**src/rtl/mem_wb_pipe.sv**
```systemverilog
// MEM/WB pipeline boundary: NUM_PORTS GPR write lanes plus a HI/LO lane behind a
// valid/ready handshake with a two-entry skid buffer, flush and bubble suppression.
//
// state | meaning
// EMPTY | no entry held; out_valid=0
// ONE   | main entry presented to WB, skid empty
// FULL  | main presented, skid holds the next entry; in_ready=0
module mem_wb_pipe #(
    parameter int DW = 32,
    parameter int AW = 5,
    parameter int NUM_PORTS = 1,
    parameter logic [AW-1:0] NOP_ADDR = '0
) (
    input  logic                    clk,
    input  logic                    rst,
    input  logic                    flush,
    input  logic                    in_valid,
    output logic                    in_ready,
    input  logic [NUM_PORTS*AW-1:0] in_wd,
    input  logic [NUM_PORTS-1:0]    in_wreg,
    input  logic [NUM_PORTS*DW-1:0] in_wdata,
    input  logic                    in_whilo,
    input  logic [DW-1:0]           in_hi,
    input  logic [DW-1:0]           in_lo,
    output logic                    out_valid,
    input  logic                    out_ready,
    output logic [NUM_PORTS*AW-1:0] out_wd,
    output logic [NUM_PORTS-1:0]    out_wreg,
    output logic [NUM_PORTS*DW-1:0] out_wdata,
    output logic                    out_whilo,
    output logic [DW-1:0]           out_hi,
    output logic [DW-1:0]           out_lo
);

    typedef enum logic [1:0] {
        EMPTY = 2'b00,
        ONE   = 2'b10,
        FULL  = 2'b11
    } state_t;

    logic                    main_v, skid_v, in_ready_r;
    logic [NUM_PORTS*AW-1:0] main_wd, skid_wd;
    logic [NUM_PORTS-1:0]    main_wreg, skid_wreg;
    logic [NUM_PORTS*DW-1:0] main_wdata, skid_wdata;
    logic                    main_whilo, skid_whilo;
    logic [DW-1:0]           main_hi, main_lo, skid_hi, skid_lo;

    logic                    in_fire, out_fire;
    logic [NUM_PORTS*AW-1:0] in_wd_m;
    state_t                  st;

    assign in_fire  = in_valid & in_ready_r;
    assign out_fire = main_v & out_ready;
    assign st       = state_t'({main_v, skid_v});

    // Lanes without a write carry NOP_ADDR so WB never sees a stale destination.
    always_comb begin
        in_wd_m = in_wd;
        for (int i = 0; i < NUM_PORTS; i++) begin
            if (!in_wreg[i]) in_wd_m[i*AW +: AW] = NOP_ADDR;
        end
    end

    always_ff @(posedge clk) begin
        if (rst) begin
            main_v     <= 1'b0;
            skid_v     <= 1'b0;
            in_ready_r <= 1'b1;
            main_wd    <= {NUM_PORTS{NOP_ADDR}};
            main_wreg  <= '0;
            main_wdata <= '0;
            main_whilo <= 1'b0;
            main_hi    <= '0;
            main_lo    <= '0;
            skid_wd    <= {NUM_PORTS{NOP_ADDR}};
            skid_wreg  <= '0;
            skid_wdata <= '0;
            skid_whilo <= 1'b0;
            skid_hi    <= '0;
            skid_lo    <= '0;
        end else if (flush) begin
            main_v     <= 1'b0;
            skid_v     <= 1'b0;
            in_ready_r <= 1'b1;
        end else begin
            case (st)
                EMPTY: begin
                    in_ready_r <= 1'b1;
                    if (in_fire) begin
                        main_v     <= 1'b1;
                        main_wd    <= in_wd_m;
                        main_wreg  <= in_wreg;
                        main_wdata <= in_wdata;
                        main_whilo <= in_whilo;
                        main_hi    <= in_hi;
                        main_lo    <= in_lo;
                    end
                end
                ONE: begin
                    in_ready_r <= !(in_fire && !out_fire);
                    if (in_fire && out_fire) begin
                        main_wd    <= in_wd_m;
                        main_wreg  <= in_wreg;
                        main_wdata <= in_wdata;
                        main_whilo <= in_whilo;
                        main_hi    <= in_hi;
                        main_lo    <= in_lo;
                    end else if (in_fire) begin
                        skid_v     <= 1'b1;
                        skid_wd    <= in_wd_m;
                        skid_wreg  <= in_wreg;
                        skid_wdata <= in_wdata;
                        skid_whilo <= in_whilo;
                        skid_hi    <= in_hi;
                        skid_lo    <= in_lo;
                    end else if (out_fire) begin
                        main_v <= 1'b0;
                    end
                end
                FULL: begin
                    if (out_fire) begin
                        skid_v     <= 1'b0;
                        in_ready_r <= 1'b1;
                        main_wd    <= skid_wd;
                        main_wreg  <= skid_wreg;
                        main_wdata <= skid_wdata;
                        main_whilo <= skid_whilo;
                        main_hi    <= skid_hi;
                        main_lo    <= skid_lo;
                    end
                end
                default: begin
                    main_v     <= 1'b0;
                    skid_v     <= 1'b0;
                    in_ready_r <= 1'b1;
                end
            endcase
        end
    end

    // Enables are masked by valid so a handshake-less WB never commits a bubble.
    assign in_ready  = in_ready_r;
    assign out_valid = main_v;
    assign out_wd    = main_wd;
    assign out_wreg  = main_wreg & {NUM_PORTS{main_v}};
    assign out_wdata = main_wdata;
    assign out_whilo = main_whilo & main_v;
    assign out_hi    = main_hi;
    assign out_lo    = main_lo;

endmodule

```
**config.mk**
```make
export PLATFORM = sky130hd
export DESIGN_NAME = mem_wb_pipe
export DESIGN_NICKNAME = d
export VERILOG_FILES = /design/src/rtl/mem_wb_pipe.sv
export SDC_FILE = /design/constraint.sdc
export NUM_CORES = 1
export LEC_CHECK = 0
export ABC_AREA = 1
export BUFFER_PORTS_ARGS = -buffer_cell sky130_fd_sc_hd__buf_2
export CAP_MARGIN = 30
export CORE_AREA = 2 2 150 225
export DETAILED_ROUTE_END_ITERATION = 6
export DIE_AREA = 0 0 152 227
export PLACE_DENSITY = 0.49
export SYNTH_ARGS = -nofsm -noshare
export SYNTH_HDL_FRONTEND = slang
export SYNTH_SLANG_ARGS = --single-unit
```
**constraint.sdc**
```tcl
create_clock -name clk -period 1.6 [get_ports clk]
set_clock_uncertainty 0.15 [all_clocks]
set_input_delay 0.24 -clock clk [delete_from_list [all_inputs] [get_ports clk]]
set_output_delay 0.24 -clock clk [all_outputs]
set_load 0.02 [all_outputs]
```
# Word-level counts from Yosys, hierarchy flattened
# Cells that the tools add are included.
[word_totals]
word_cells = 77
input_bits = 108
register_bits = 209
[classes]
reduce_logical = 11
mux = 34
bitwise = 8
n_eq_ne = 9
[op_table]
columns = ["operator", "count"]
rows = [
  ["$mux W32", 9],
  ["$pmux W32 S3", 3],
  ["$mux W5", 4],
  ["$pmux W5 S3", 1],
  ["$ne A2 B2 Y1 const B", 7],
  ["$mux W1", 12],
  ["$pmux W1 S3", 4],
  ["$reduce_and A5 Y1", 2],
  ["$reduce_and A4 Y1", 2],
  ["$and A1 B1 Y1", 4],
  ["$eq A2 B2 Y1 const B", 2],
  ["$not A1 Y1", 4],
  ["$reduce_bool A3 Y1", 1],
  ["$logic_and A1 B1 Y1", 2],
  ["$logic_not A1 Y1", 2],
  ["$logic_not A2 Y1", 1],
  ["$pmux W1 S2", 1],
  ["$reduce_or A2 Y1", 1],
]

# Depth between registers and ports, before layout
# Gate-level depths: netlist of the first run.
[depth]
word_depth = 5
mapped_depth = 10
mapped_depth_nobuf = 7

# Least setup slack after synthesis of the first run
# Ideal clock, no wire load.
[synth_path]
path_type = "flip-flop to flip-flop"
from = "reg main_v, in the netlist out_valid"
to = "reg skid_hi[0]"
path_buffers = 3
setup_ps = 113
path_stages_with_launch = 9
setup_slack_ps = -35
arrival_ps = 1372
synth_period_minus_slack_ps = 1635
cell_sequence = "dfxtp_1 buf_4 inv_2 nor2_4 nand3_2 buf_2 buf_2 nor2_1 nor2_1"
[synth_between]
elab_chain_len = 4
elab_cells_between_ends = 5
cone_classes = "eq/ne (1); bitwise (2); reduce/logical (2)"
[synth_lines]
columns = ["item", "line", "text"]
rows = [
  ["start: declaration", "41", "logic main_v, skid_v, in_ready_r;"],
  ["start signal: assignment", "66", "main_v <= 1'b0;"],
  ["start signal: assignment", "82", "main_v <= 1'b0;"],
  ["start signal: assignment", "90", "main_v <= 1'b1;"],
  ["$and A1 B1 Y1", "53", "assign out_fire = main_v & out_ready;"],
  ["$logic_and A1 B1 Y1", "101", "if (in_fire && out_fire) begin"],
  ["$not A1 Y1 (no line)", "n/a", ""],
  ["$reduce_and A4 Y1 (no line) *", "n/a", ""],
  ["end signal: assignment", "114", "skid_hi <= in_hi;"],
  ["end: declaration", "46", "logic [DW-1:0] main_hi, main_lo, skid_hi, skid_lo;"],
]
# Every way passes the cells marked *; elsewhere a longest branch is shown, timed or not.
# A chain may end at the register's enable or synchronous reset.

# Worst setup path after layout of the first run
[layout_path]
from = "reg main_v, in the netlist out_valid"
to = "out out_whilo"
[layout_between]
elab_chain_len = 1
[layout_lines]
columns = ["item", "line", "text"]
rows = [
  ["$and A1 B1 Y1", "147", "assign out_whilo = main_whilo & main_v;"],
  ["end: declaration", "30", "output logic out_whilo,"],
]
# Every way passes these cells.

==> impl_metrics.json, run 1 <==
{
  "grt_pass1_vias": 8937,
  "diodes": 0,
  "finalCritPeriodShare_pct": 103,
  "syn_avg_cell_area_sq_um": 6.14,
  "htreeDepth": 1,
  "holdCritPathClass": "input pin to flip-flop",
  "crit_family": "flip-flops",
  "ff_latch_area_sq_um": 4190,
  "synthCells": 1570,
  "violations": "setup timing",
  "finalSetupViolCount": 3,
  "p_seq_share_pct": 42.5,
  "end_kind": "output pin",
  "clock-sinks": 209,
  "slowest_delay_ns": 0.40,
  "drcViolationCount": 0,
  "status": "finished with violations",
  "comb_power_share_pct": 13.5,
  "switching_share_pct": 26.1,
  "cp_common_cell": "buf_6",
  "gp_congestion": 0.783,
  "leakage_nw": 7.59,
  "first_iter_violations": 321,
  "die_h_microns": 227,
  "yosysWarnings": 0,
  "rows": 81,
  "area_growth_pct": 41.4,
  "io_pins": 213,
  "clk_latency_ns": 0.53,
  "multi_input_area_sq_um": 4230,
  "cts_root_buf": "clkbuf_16",
  "layout_commonest_cell": "nand2_1",
  "final-hold-violation-count": 0,
  "numCtsBuffers": 24,
  "drt_first_pass_iters": 6,
  "num_vias": 9684,
  "grt_usage_pct": 15.0,
  "antenna_found_initial": 0,
  "ys_seq_elements": 209,
  "place_area_sq_um": 11400,
  "finalNetCount": 2002,
  "cp_slowest_cell": "dfxtp_4",
  "fin_hold_ws_ns": 0.111,
  "die_w_microns": 152,
  "rsz0062_at_grt": "yes",
  "syn-num-nets": 1678,
  "critPathLaunchType": "flip-flop",
  "crit_fanout": 5,
  "arrival_ns": 1.25,
  "start_util_pct": 29.6,
  "io_buffers": 212,
  "p_clk_share_pct": 43.9,
  "final_layout_size_suffix_gt1_share_pct": 17.7,
  "ys_seq_area_share_pct": 43.4,
  "netlist_area_sq_um": 9640,
  "fin_setup_tns_ns": -0.0832,
  "crit_type": "flip-flop to output pin",
  "p_switching_w": 0.00340,
  "required_ns": 1.21,
  "clk_pin_slew_worst_paths_ns": 0.06,
  "drtAntennaViolNets": 0,
  "grt_max_degree": 64,
  "fin_area_sq_um": 13600,
  "irDropWorstVdd_uv": 600,
  "post_drt_wl_per_cell_microns": 12.0,
  "power.density_nw_per_um2": 956,
  "relSlewSlack_pct": 79.6,
  "wirelength_microns": 27800,
  "tightest_slew_ns": 0.306,
  "worstPathCellList": "buf_6 -> nand2_2 -> inv_2 -> buf_6",
  "finalMaxSlewViolations": 0,
  "grt_overflow": 0,
  "power_w": 0.0130,
  "cap_violations": 0,
  "period_minus_slack_ns": 1.64,
  "cts_buffer_depth": 3,
  "core_sq_um": 32500,
  "setup_slack_ns": -0.0403,
  "grt_pass1_wl_microns": 43400,
  "routed_via_density": 4.17,
  "final_cell_mix": "nand2_1, nor2_1, buf_2, inv_1, dfxtp_1",
  "hpwl_microns": 17800,
  "die-area_sq_um": 34500,
  "fillers": 3420,
  "p_int_w": 0.00963,
  "max_freq_ghz": 0.610,
  "cts_tree": "built",
  "reg2reg_slack_ns": 0.02,
  "synth_cell_types": 17,
  "worst-path-buf-inv": 3
}
-- kinds of logic (layout without fill, tap and decap cells) --
kind of cell	Yosys count	after routing	synth area share, %
and+or+nand+nor	954	955	37.6
buffers and inverters	302	641	13.5
DFF	209	209	43.4
AOI/OAI and AO/OA	105	105	5.45
-- cells in the mapped netlist --
cell | instances | area, sq um
nand3_2 | 1 | 10.0
buf_6 | 14 | 158
nor2_1 | 406 | 1520
inv_2 | 1 | 3.75
nand4_1 | 4 | 25.0
o21ai_0 | 98 | 490
nand2_2 | 2 | 12.5
a21oi_1 | 7 | 35.0
buf_4 | 5 | 37.5
buf_2 | 36 | 180
inv_1 | 210 | 788
nand2_1 | 527 | 1980
nand3_1 | 12 | 60.1
nor2_2 | 1 | 6.26
clkbuf_1 | 36 | 135
nor2_4 | 1 | 11.3
dfxtp_1 | 209 | 4180
-- registers in the layout, summed over array words and instances, names as in the netlist --
register	flops
skid_lo	32
out_wdata	32
out_hi	32
in_ready	1
skid_hi	32
skid_wdata	32
main_wreg	1
skid_wd	5
skid_whilo	1
skid_wreg	1
out_wd	5
skid_v	1
out_valid	1
main_whilo	1
out_lo	32
-- per-stage QoR --
step                instances  utilization [%]  worst slack [ns]
detailed placement       2164             35.2           -0.0272
global route             2325             41.9            -0.108
global placement         2164             35.2           -0.0316
finish                   2325             41.9           -0.0403
floorplan                1570                -            0.0300
CTS                      2314             41.1           -0.0899
-- power by group through the flow --
stage / clock (W) / combinational (W) / sequential, W
global route: 0.00611 / 0.00199 / 0.00556
finish: 0.00572 / 0.00176 / 0.00554
detailed placement: 0 / 0.00153 / 0.00566
floorplan: 0 / 0.000702 / 0.00586
CTS: 0.00591 / 0.00176 / 0.00555
global placement: 0 / 0.00152 / 0.00566
-- cell type report --
type | instances | area share (%)
multi-input cells | 1060 | 31.0
flip-flops and latches | 209 | 30.8
repair buffers | 388 | 22.6
inverters | 211 | 5.85
clock buffers | 35 | 5.31
well taps | 415 | 3.81
clock inverters | 7 | 0.661
-- worst paths after layout --
path | cells past startpoint | to | start
worst max register to register | 7 | out_lo[18] | out_valid
worst min register to register | 2 | out_wd[2] | out_wd[2]
worst max-delay path | 4 | out_whilo | out_valid
worst min-delay path | 5 | out_wd[3] | flush
-- worst reg2reg max path, delay by kind of cell (launching register included) --
kind	cells	cell delay, ns
buffers and inverters	3	0.46
AOI/OAI and AO/OA	1	0.18
DFF	1	0.37
and+or+nand+nor	3	0.30
-- metal layers --
| metal | part of all wire, % | track usage (%) | up-vias |
|---|---|---|---|
| li1 | - | - | 5221 |
| met1 | 42 | 17.0 | 4272 |
| met2 | 52 | 28.8 | 155 |
| met3 | 3.6 | 2.13 | 36 |
| met4 | 2.3 | 5.06 | 0 |
| met5 | 0 | 0 | - |
-- timing repair --
action                                 4_1_cts  5_1_grt
pin swaps                                    2        6
endpoints found under the hold margin      204        0
cloned                                       1        6
hold buffers                               106        0
setup buffers                                1        5
setup endpoints to repair                   78      175
gates resized for setup                     12       17
Note: power is estimated with default switching activity, not from simulation.
==> inputs of run 2 (changes only) <==
Settings changed: REMOVE_ABC_BUFFERS set to 1.
==> impl_metrics.json, run 2 (synthesized netlist as in run 1, its figures left out) <==
{
  "final-hold-violation-count": 0,
  "grt_max_degree": 109,
  "finalMaxSlewViolations": 0,
  "io_buffers": 212,
  "routed_via_density": 4.26,
  "fin_util_pct": 44.9,
  "hold_start": "out_ready",
  "cp_common_cell": "buf_6",
  "holdCritPathClass": "input pin to flip-flop",
  "rsz0062_at_grt": "yes",
  "cts_tree": "built",
  "clock-sinks": 209,
  "power_w": 0.0127,
  "post_drt_wl_per_cell_microns": 14.3,
  "finalCritPeriodShare_pct": 105,
  "grt_usage_pct": 15.6,
  "leakage_nw": 7.84,
  "layout_commonest_cell": "nand2_1",
  "min_path_cells": 6,
  "holdPathEnd": "skid_v",
  "hpwl_microns": 16700,
  "violations": "setup timing",
  "cp_slowest_cell": "dfxtp_2",
  "met2_usage_pct": 29.1,
  "wirelength_microns": 33400,
  "antenna_found_initial": 0,
  "die_h_microns": 227,
  "arrival_ns": 1.30,
  "grt_pass1_vias": 8739,
  "tightest_slew_ns": 0.317,
  "crit_family": "buffers and inverters",
  "grt_overflow": 0,
  "r2r-start": "out_valid",
  "diodes": 0,
  "fin_hold_ws_ns": 0.139,
  "r2r-end": "out_lo[10]",
  "end_kind": "output pin",
  "clk_pin_slew_worst_paths_ns": 0.06,
  "drt_first_pass_iters": 4,
  "final_layout_size_suffix_gt1_share_pct": 24.7,
  "num_vias": 9941,
  "drcViolationCount": 0,
  "finalSetupViolCount": 129,
  "cts_root_buf": "clkbuf_16",
  "grtUsageMet1_pct": 18.4,
  "setup_slack_ns": -0.0870,
  "io_pins": 213,
  "max_freq_ghz": 0.593,
  "cap_violations": 0,
  "cts_buffer_depth": 3,
  "power.density_nw_per_um2": 867,
  "worstRegToRegCells": 10,
  "start_util_pct": 29.6,
  "clk_latency_ns": 0.52,
  "grtUsageMet3_pct": 2.19,
  "drtAntennaViolNets": 0,
  "gp_congestion": 0.744,
  "worstPathCellList": "buf_6 -> buf_8 -> nand2_2 -> inv_2 -> buf_6",
  "numCtsBuffers": 23,
  "area_growth_pct": 51.4,
  "relSlewSlack_pct": 78.6,
  "worst-path-buf-inv": 4,
  "first_iter_violations": 425,
  "finalNetCount": 2014,
  "slowest_delay_ns": 0.33,
  "crit_fanout": 8,
  "htreeDepth": 1,
  "die-area_sq_um": 34500,
  "grt_pass1_wl_microns": 44300,
  "required_ns": 1.21,
  "core_sq_um": 32500,
  "critPathLaunchType": "flip-flop",
  "status": "finished with violations",
  "die_w_microns": 152,
  "reg2reg_slack_ns": -0.06,
  "final_cell_mix": "nand2_1, nor2_1, buf_2, inv_1, dfxtp_1",
  "rows": 81,
  "crit_type": "flip-flop to output pin",
  "period_minus_slack_ns": 1.69,
  "irDropWorstVdd_uv": 723,
  "top_usage_layer": "met2"
}
[run 2: cell count changes in the layout (fill, tap and decap cells not counted), moves of 16 or more]
| cell | previous run | this run |
|---|---|---|
| clkbuf_16 | 30 | 46 |
| nand2_1 | 523 | 445 |
| nand2_2 | 2 | 60 |
| nand2_4 | 3 | 21 |
| buf_4 | 39 | 14 |
| nor2_1 | 406 | 360 |
| nor2_2 | 0 | 41 |
[run 2: metrics by stage]
stage          cell area, sq um  cells  setup slack, ns  TNS (ns)
6_report                  14600   2332          -0.0870     -3.42
5_1_grt                   14600   2332           -0.153    -17.42
4_1_cts                   13300   2295           -0.100     -5.55
3_5_place_dp              11200   2140          -0.0253    -0.667
3_3_place_gp              11200   2140          0.00202         0
2_1_floorplan              9130   1479            -3.42   -554.06
[run 2: per-layer routing]
layer,share of wire (%),vias to the layer above
li1,-,5258
met2,51,162
met5,0,-
met4,2.0,0
met3,3.3,35
met1,44,4486
[run 2: worst max path at each step]
stage	startpoint	endpoint	slack, ns	cells after the start
2_1_floorplan	out_valid	main_whilo	-3.42	6
3_5_place_dp	skid_v	out_wdata[1]	-0.03	8
5_1_grt	out_valid	skid_wd[3]	-0.15	10
4_1_cts	out_valid	out_wreg	-0.10	5
6_report	out_valid	out_whilo	-0.09	5
3_3_place_gp	skid_v	out_hi[0]	0.002	8
[run 2: tightest hold or removal path: cells and delay by family]
family	cells	cell delay, ns
AOI/OAI and AO/OA	1	0.07
and+or+nand+nor	2	0.12
buffers and inverters	3	0.34
[run 2: cell type report]
type | instances | area [sq um]
multi-input combinational | 1060 | 4700
clock buffer | 30 | 642
timing repair buffer | 401 | 3720
clock inverter | 6 | 32.5
inverter | 211 | 800
tap | 415 | 519
sequential | 209 | 4190
fill | 3290 | 17900
[run 2: power by group]
part / leakage [nW] / internal [W] / switching (W) / total, W
sequential: 1.71 / 0.00543 / 0.000126 / 0.00556
clock: 0.335 / 0.00279 / 0.00221 / 0.00500
combinational: 5.79 / 0.000948 / 0.00116 / 0.00211
[run 2: repair_timing]
| action | CTS | global route |
|---|---|---|
| buffers inserted | 7 | 6 |
| gates resized for setup | 32 | 199 |
| pin swaps | 6 | 30 |
| setup endpoints to repair | 77 | 211 |
| cloned | 6 | 33 |
| endpoints found under the hold margin | 203 | 0 |
| hold buffers | 106 | 0 |
